--- config.mk ---
export PLATFORM = sky130hd
export DESIGN_NAME = core_sequencer_flat
export DESIGN_NICKNAME = d
export VERILOG_FILES = /design/src/rtl/core_sequencer_if.sv /design/src/rtl/core_sequencer.sv /design/src/flat_wrapper.sv
export SDC_FILE = /design/constraint.sdc
export NUM_CORES = 1
export LEC_CHECK = 0
export CORE_AREA = 2 2 65 55
export CTS_CLUSTER_SIZE = 40
export DETAILED_ROUTE_END_ITERATION = 10
export DIE_AREA = 0 0 67 57
export PLACE_DENSITY = 0.67
export SYNTH_ARGS = -nofsm -noshare
export SYNTH_HDL_FRONTEND = slang
export SYNTH_SLANG_ARGS = --single-unit
--- constraint.sdc ---
create_clock -name clk -period 3.4 [get_ports clk]
set_clock_uncertainty 0.15 [all_clocks]
set_input_delay 0.68 -clock clk [delete_from_list [all_inputs] [get_ports clk]]
set_output_delay 0.68 -clock clk [all_outputs]
set_load 0.1 [all_outputs]
--- src/rtl/core_sequencer_if.sv ---
// Host/core handshake bundle for core_sequencer: the host request, the core status
// inputs, and the sequencer's control and status outputs.
interface core_sequencer_if #(
  parameter int D = 9,
  parameter int W = 16
);
  logic         req;
  logic         halt;
  logic [D-1:0] prog_ctr;
  logic         core_rst;
  logic         core_en;
  logic         host_grant;
  logic         busy;
  logic         done;
  logic         timeout;
  logic [W-1:0] cycle_cnt;

  // The host/testbench side drives the request and the core status.
  modport master (
    output req, halt, prog_ctr,
    input  core_rst, core_en, host_grant, busy, done, timeout, cycle_cnt
  );

  modport slave (
    input  req, halt, prog_ctr,
    output core_rst, core_en, host_grant, busy, done, timeout, cycle_cnt
  );
endinterface

--- src/rtl/core_sequencer.sv ---
// Run sequencer for a small core: holds the core in reset, releases it for one run,
// and stops on halt, end PC or cycle limit. The host acknowledges via a four-phase handshake.
module core_sequencer #(
  parameter int D         = 9,
  parameter int HALT_PC   = 128,
  parameter int W         = 16,
  parameter int CYC_LIMIT = 65535,
  parameter int INIT_CYC  = 2
) (
  input  logic             clk,
  input  logic             reset,
  core_sequencer_if.slave  bus
);

  localparam logic [1:0] S_IDLE = 2'd0;
  localparam logic [1:0] S_INIT = 2'd1;
  localparam logic [1:0] S_RUN  = 2'd2;
  localparam logic [1:0] S_DONE = 2'd3;

  localparam logic [W-1:0] CYC_LAST  = W'(CYC_LIMIT - 1);
  localparam logic [D-1:0] PC_END    = D'(HALT_PC);
  localparam logic [3:0]   INIT_LOAD = 4'(INIT_CYC - 1);

  logic [1:0]   state;
  logic [3:0]   init_cnt;
  logic [W-1:0] cyc;
  logic         timed_out;

  logic run_stop;
  logic run_limit;

  // A halt or end PC outranks the limit when both land in the same RUN cycle.
  assign run_stop  = bus.halt || (bus.prog_ctr == PC_END);
  assign run_limit = (cyc == CYC_LAST);

  // NOTE: sequential state uses non-blocking assignments so every register samples
  // pre-edge values; blocking here would create order-dependent simulation results.
  always_ff @(posedge clk) begin
    if (reset) begin
      state     <= S_IDLE;
      init_cnt  <= '0;
      cyc       <= '0;
      timed_out <= 1'b0;
    end else begin
      case (state)
        S_IDLE: begin
          if (bus.req) begin
            state     <= S_INIT;
            init_cnt  <= INIT_LOAD;
            cyc       <= '0;
            timed_out <= 1'b0;
          end
        end
        S_INIT: begin
          if (init_cnt == 4'd0) begin
            state <= S_RUN;
          end else begin
            init_cnt <= init_cnt - 4'd1;
          end
        end
        S_RUN: begin
          // The exit cycle is counted too, so a limit exit reports exactly CYC_LIMIT.
          cyc <= cyc + W'(1);
          if (run_stop) begin
            state <= S_DONE;
          end else if (run_limit) begin
            state     <= S_DONE;
            timed_out <= 1'b1;
          end
        end
        S_DONE: begin
          // Leaving only on req low makes a held-high req unable to retrigger a run.
          if (!bus.req) begin
            state <= S_IDLE;
          end
        end
        default: state <= S_IDLE;
      endcase
    end
  end

  // Control outputs are pure decodes of the registered state.
  assign bus.core_rst   = (state == S_IDLE) || (state == S_INIT);
  assign bus.core_en    = (state == S_RUN);
  assign bus.host_grant = (state == S_IDLE) || (state == S_DONE);
  assign bus.busy       = (state == S_INIT) || (state == S_RUN);
  assign bus.done       = (state == S_DONE);
  assign bus.timeout    = timed_out;
  assign bus.cycle_cnt  = cyc;

endmodule

--- src/flat_wrapper.sv ---
// flat-port wrapper written by rule: the top's interface ports become plain ports
module core_sequencer_flat 
#(
  parameter int D         = 9,
  parameter int HALT_PC   = 128,
  parameter int W         = 16,
  parameter int CYC_LIMIT = 65535,
  parameter int INIT_CYC  = 2
)
  (clk, reset, bus_req, bus_halt, bus_prog_ctr, bus_core_rst, bus_core_en, bus_host_grant, bus_busy, bus_done, bus_timeout, bus_cycle_cnt);
  core_sequencer_if #(.D(D), .W(W)) bus_i ();
  input  logic clk;
  input  logic reset;
  input wire logic [$bits(bus_i.req)-1:0] bus_req;
  input wire logic [$bits(bus_i.halt)-1:0] bus_halt;
  input wire logic [$bits(bus_i.prog_ctr)-1:0] bus_prog_ctr;
  output wire logic [$bits(bus_i.core_rst)-1:0] bus_core_rst;
  output wire logic [$bits(bus_i.core_en)-1:0] bus_core_en;
  output wire logic [$bits(bus_i.host_grant)-1:0] bus_host_grant;
  output wire logic [$bits(bus_i.busy)-1:0] bus_busy;
  output wire logic [$bits(bus_i.done)-1:0] bus_done;
  output wire logic [$bits(bus_i.timeout)-1:0] bus_timeout;
  output wire logic [$bits(bus_i.cycle_cnt)-1:0] bus_cycle_cnt;
  assign bus_i.req = bus_req;
  assign bus_i.halt = bus_halt;
  assign bus_i.prog_ctr = bus_prog_ctr;
  assign bus_core_rst = bus_i.core_rst;
  assign bus_core_en = bus_i.core_en;
  assign bus_host_grant = bus_i.host_grant;
  assign bus_busy = bus_i.busy;
  assign bus_done = bus_i.done;
  assign bus_timeout = bus_i.timeout;
  assign bus_cycle_cnt = bus_i.cycle_cnt;
  core_sequencer #(.D(D), .HALT_PC(HALT_PC), .W(W), .CYC_LIMIT(CYC_LIMIT), .INIT_CYC(INIT_CYC)) u_core (.clk(clk), .reset(reset), .bus(bus_i));
endmodule
==> flow_summary.json <==
{
  "r2r_setup_slack_ns": 1.05,
  "port_buffers": 34,
  "drt_iter0_drc": 17,
  "gp_congestion": 0.761,
  "yosys_warnings": 0,
  "hp-class": "flop to flop",
  "grt_max_degree": 16,
  "async_reset_ff_share_pct": 0,
  "core_um2": 3230,
  "synth_cells": 140,
  "r2r-start": "u_core.state[0]",
  "first_global_vias": 943,
  "initial_core_util_pct": 37.2,
  "ys_types": 32,
  "tritoncts": "built",
  "path_delay_family": "compound AO/OA/AOI/OAI gates",
  "final.period_utilization_pct": 73.6,
  "cts_root_buffer": "clkbuf_8",
  "p_leak_nw": 0.676,
  "r2r-end": "u_core.bus.cycle_cnt[5]",
  "synth_top_area_cell": "dfxtp_1",
  "syn_to_final_growth_pct": 31.1,
  "drv_cap": 0,
  "crit_buf_inv": 1,
  "internal-power_uw": 549,
  "timing.final.ws_setup_ns": 0.899,
  "finalSetupTns_ns": 0,
  "setup_viol": 0,
  "p_per_area_nw_per_um2": 692,
  "ios": 35,
  "ys_top_cells_by_area": "dfxtp_1 (38%), xor2_1 (11%), ha_1 (8.3%)",
  "vdd_drop_max_v": 0.000548,
  "post-cts-setup-buffer-count": 0,
  "via_per_inst": 4.86,
  "slowest_stage": "o21bai_1",
  "critPathMaxFanout": 15,
  "fin_nets": 198,
  "fin_crit_ns": 2.50,
  "max_freq_ghz": 0.400,
  "row_count": 19,
  "first_pass_iters": 4,
  "power_frac_clock_pct": 15.2,
  "drive_above_1_share_pct": 18.2,
  "p_sw_uw": 543,
  "die_w_um": 67,
  "cts_made_buffers": 3,
  "end_kind": "flop",
  "finalHoldViolations": 0,
  "p_comb_share_pct": 54.9,
  "synth_top_area_share_pct": 38.3,
  "worstSetupPathType": "input pin to flop",
  "worstRegToRegCells": 5,
  "holdPathEnd": "u_core.bus.timeout",
  "rsz0062_at_grt": "no",
  "tightestPinTransition_ns": 1.12,
  "ys_seq_elements": 23,
  "antenna_found_initial": 0,
  "antennaDiodeCount": 0,
  "synth_area_um2": 1200,
  "via_count": 1059,
  "detail-route-antenna-nets": 0,
  "max_stage_delay_ns": 0.91,
  "avgSynthCellArea_um2": 8.60,
  "dp_hpwl_um": 2000,
  "dieArea_um2": 3820,
  "wl_per_cell_um": 11.4,
  "path_cells": "clkdlybuf4s50_1, mux2i_2, o21bai_1, nor2_1",
  "min_path_cells": 2,
  "gr-total-overflow": 0,
  "ctsHoldBuffers": 0,
  "synth_fp_nets": 161,
  "pre_cts_slack_ns": 0.566,
  "clk_path_buf_depth": 2,
  "relSlewSlack_pct": 25.0,
  "min_from": "u_core.bus.timeout",
  "status": "completed",
  "cts-resized-gates": 0,
  "insertion_delay_ns": 0.26,
  "finalWirelength_um": 2500,
  "slew_viol_final": 0,
  "critical_path_arrival_ns": 2.46,
  "path_clk_slew_ns": 0.08,
  "fill_cells": 334,
  "synth-seq-area-share_pct": 38.3,
  "htree_levels": 1,
  "synth-edff-count": 0,
  "route.detailed.drc": 0,
  "power_frac_seq_pct": 29.9,
  "track_usage_pct": 14.1,
  "start_kind": "input pin",
  "grt_pass1_wl_um": 4190,
  "clock_sinks": 23,
  "synth_flop_cell": "dfxtp_1",
  "die_h_um": 57,
  "required_ns": 3.36,
  "swShare_pct": 49.7
}
==> tightest hold or removal path, delay by kind of cell (launching register included) <==
family	cells	cell delay, ns
simple gates	1	0.07
compound gates	1	0.05
flops	1	0.35
==> sequential cells by signal, summed over array words and instances (netlist names) <==
name and cells:
u_core.bus.cycle_cnt 16, u_core.state 2, u_core.bus.timeout 1, u_core.init_cnt 4
==> worst max-delay path by stage <==
stage,start,end,slack [ns],cells after the start
after floorplan,u_core.state[0],bus_host_grant,0.62,3
after global placement,bus_req,u_core.bus.cycle_cnt[2],0.71,4
after detailed placement,bus_req,u_core.bus.cycle_cnt[13],0.57,4
after CTS,bus_req,u_core.bus.cycle_cnt[13],0.85,4
after global routing,bus_req,u_core.bus.cycle_cnt[8],0.79,4
final,bus_req,u_core.bus.cycle_cnt[5],0.90,4
==> area by class of cell <==
cell class                 instances  area [um2]  share of cell area, %
sequential                        23         460                   29.2
clock buffer                       3        41.3                   2.62
timing repair buffer              34         285                   18.1
multi-input combinational        108         707                   44.8
clock inverter                     1        5.00                  0.317
inverter                           7        26.3                   1.67
tap                               42        52.6                   3.33
==> placed cells by master, fill, tap and decap left out, drive strengths merged <==
cell           instances
a21oi                  3
clkbuf                 3
a31o                   1
a211oi                 2
nor2                  27
and3                   5
o21a                   1
inv                    7
or2                    1
nand2                 10
nor3b                  2
dfxtp                 23
nand2b                 3
xor2                  15
o21ai                  1
or2b                   2
buf                   22
and2                   2
ha                     8
nor4b                  1
a31oi                  4
nor3                   3
o21bai                 1
clkdlybuf4s50         12
mux2i                  2
nand3                  7
xnor2                  1
clkinv                 1
nand4                  5
nor2b                  1
==> logic make-up after synthesis <==
logic type               Yosys count  synth area share [%]
multiplexers                       2                  1.97
AO/OA/AOI/OAI                     13                  6.96
AND/OR/NAND/NOR                   69                  29.8
adder cells (fa/ha/maj)            8                  8.32
flip-flops                        23                  38.3
buffers and inverters              9                  3.01
XOR/XNOR                          16                  11.6
==> synthesized netlist by cell type (all sizes together) (2+ instances only) <==
cell     n
nor3b    2
nor2    27
and2     2
nor3     3
a21oi    3
ha       8
or2b     2
nand2b   3
a31oi    4
and3     5
dfxtp   23
nand2   10
nand4    5
a211oi   2
nand3    7
inv      7
xor2    15
mux2i    2
==> metal layers <==
layer | GRT usage, % | wire [um]
met3 | 1.78 | 114
met1 | 19.0 | 1140
met4 | 6.12 | 31
met5 | 0 | 0
met2 | 22.8 | 1210
==> power by group through the flow <==
stage | clock (mW) | sequential [mW] | combinational, mW
after CTS | 0.172 | 0.326 | 0.603
after global placement | 0 | 0.331 | 0.588
after detailed placement | 0 | 0.333 | 0.601
after floorplan | 0 | 0.342 | 0.474
final | 0.166 | 0.326 | 0.599
after global routing | 0.185 | 0.331 | 0.649
==> stage by stage <==
| step | util [%] | std cells | hold slack, ns | area (um2) | power [mW] |
|---|---|---|---|---|---|
| after global routing | 48.8 | 218 | 0.387 | 1580 | 1.16 |
| after CTS | 48.8 | 218 | 0.353 | 1580 | 1.10 |
| after global placement | 47.4 | 214 | 0.331 | 1530 | 0.919 |
| final | 48.8 | 218 | 0.349 | 1580 | 1.09 |
| after floorplan | - | 140 | 0.306 | 1200 | 0.816 |
| after detailed placement | 47.4 | 214 | 0.341 | 1530 | 0.934 |
No activity file was read; power rests on OpenSTA's default activity.
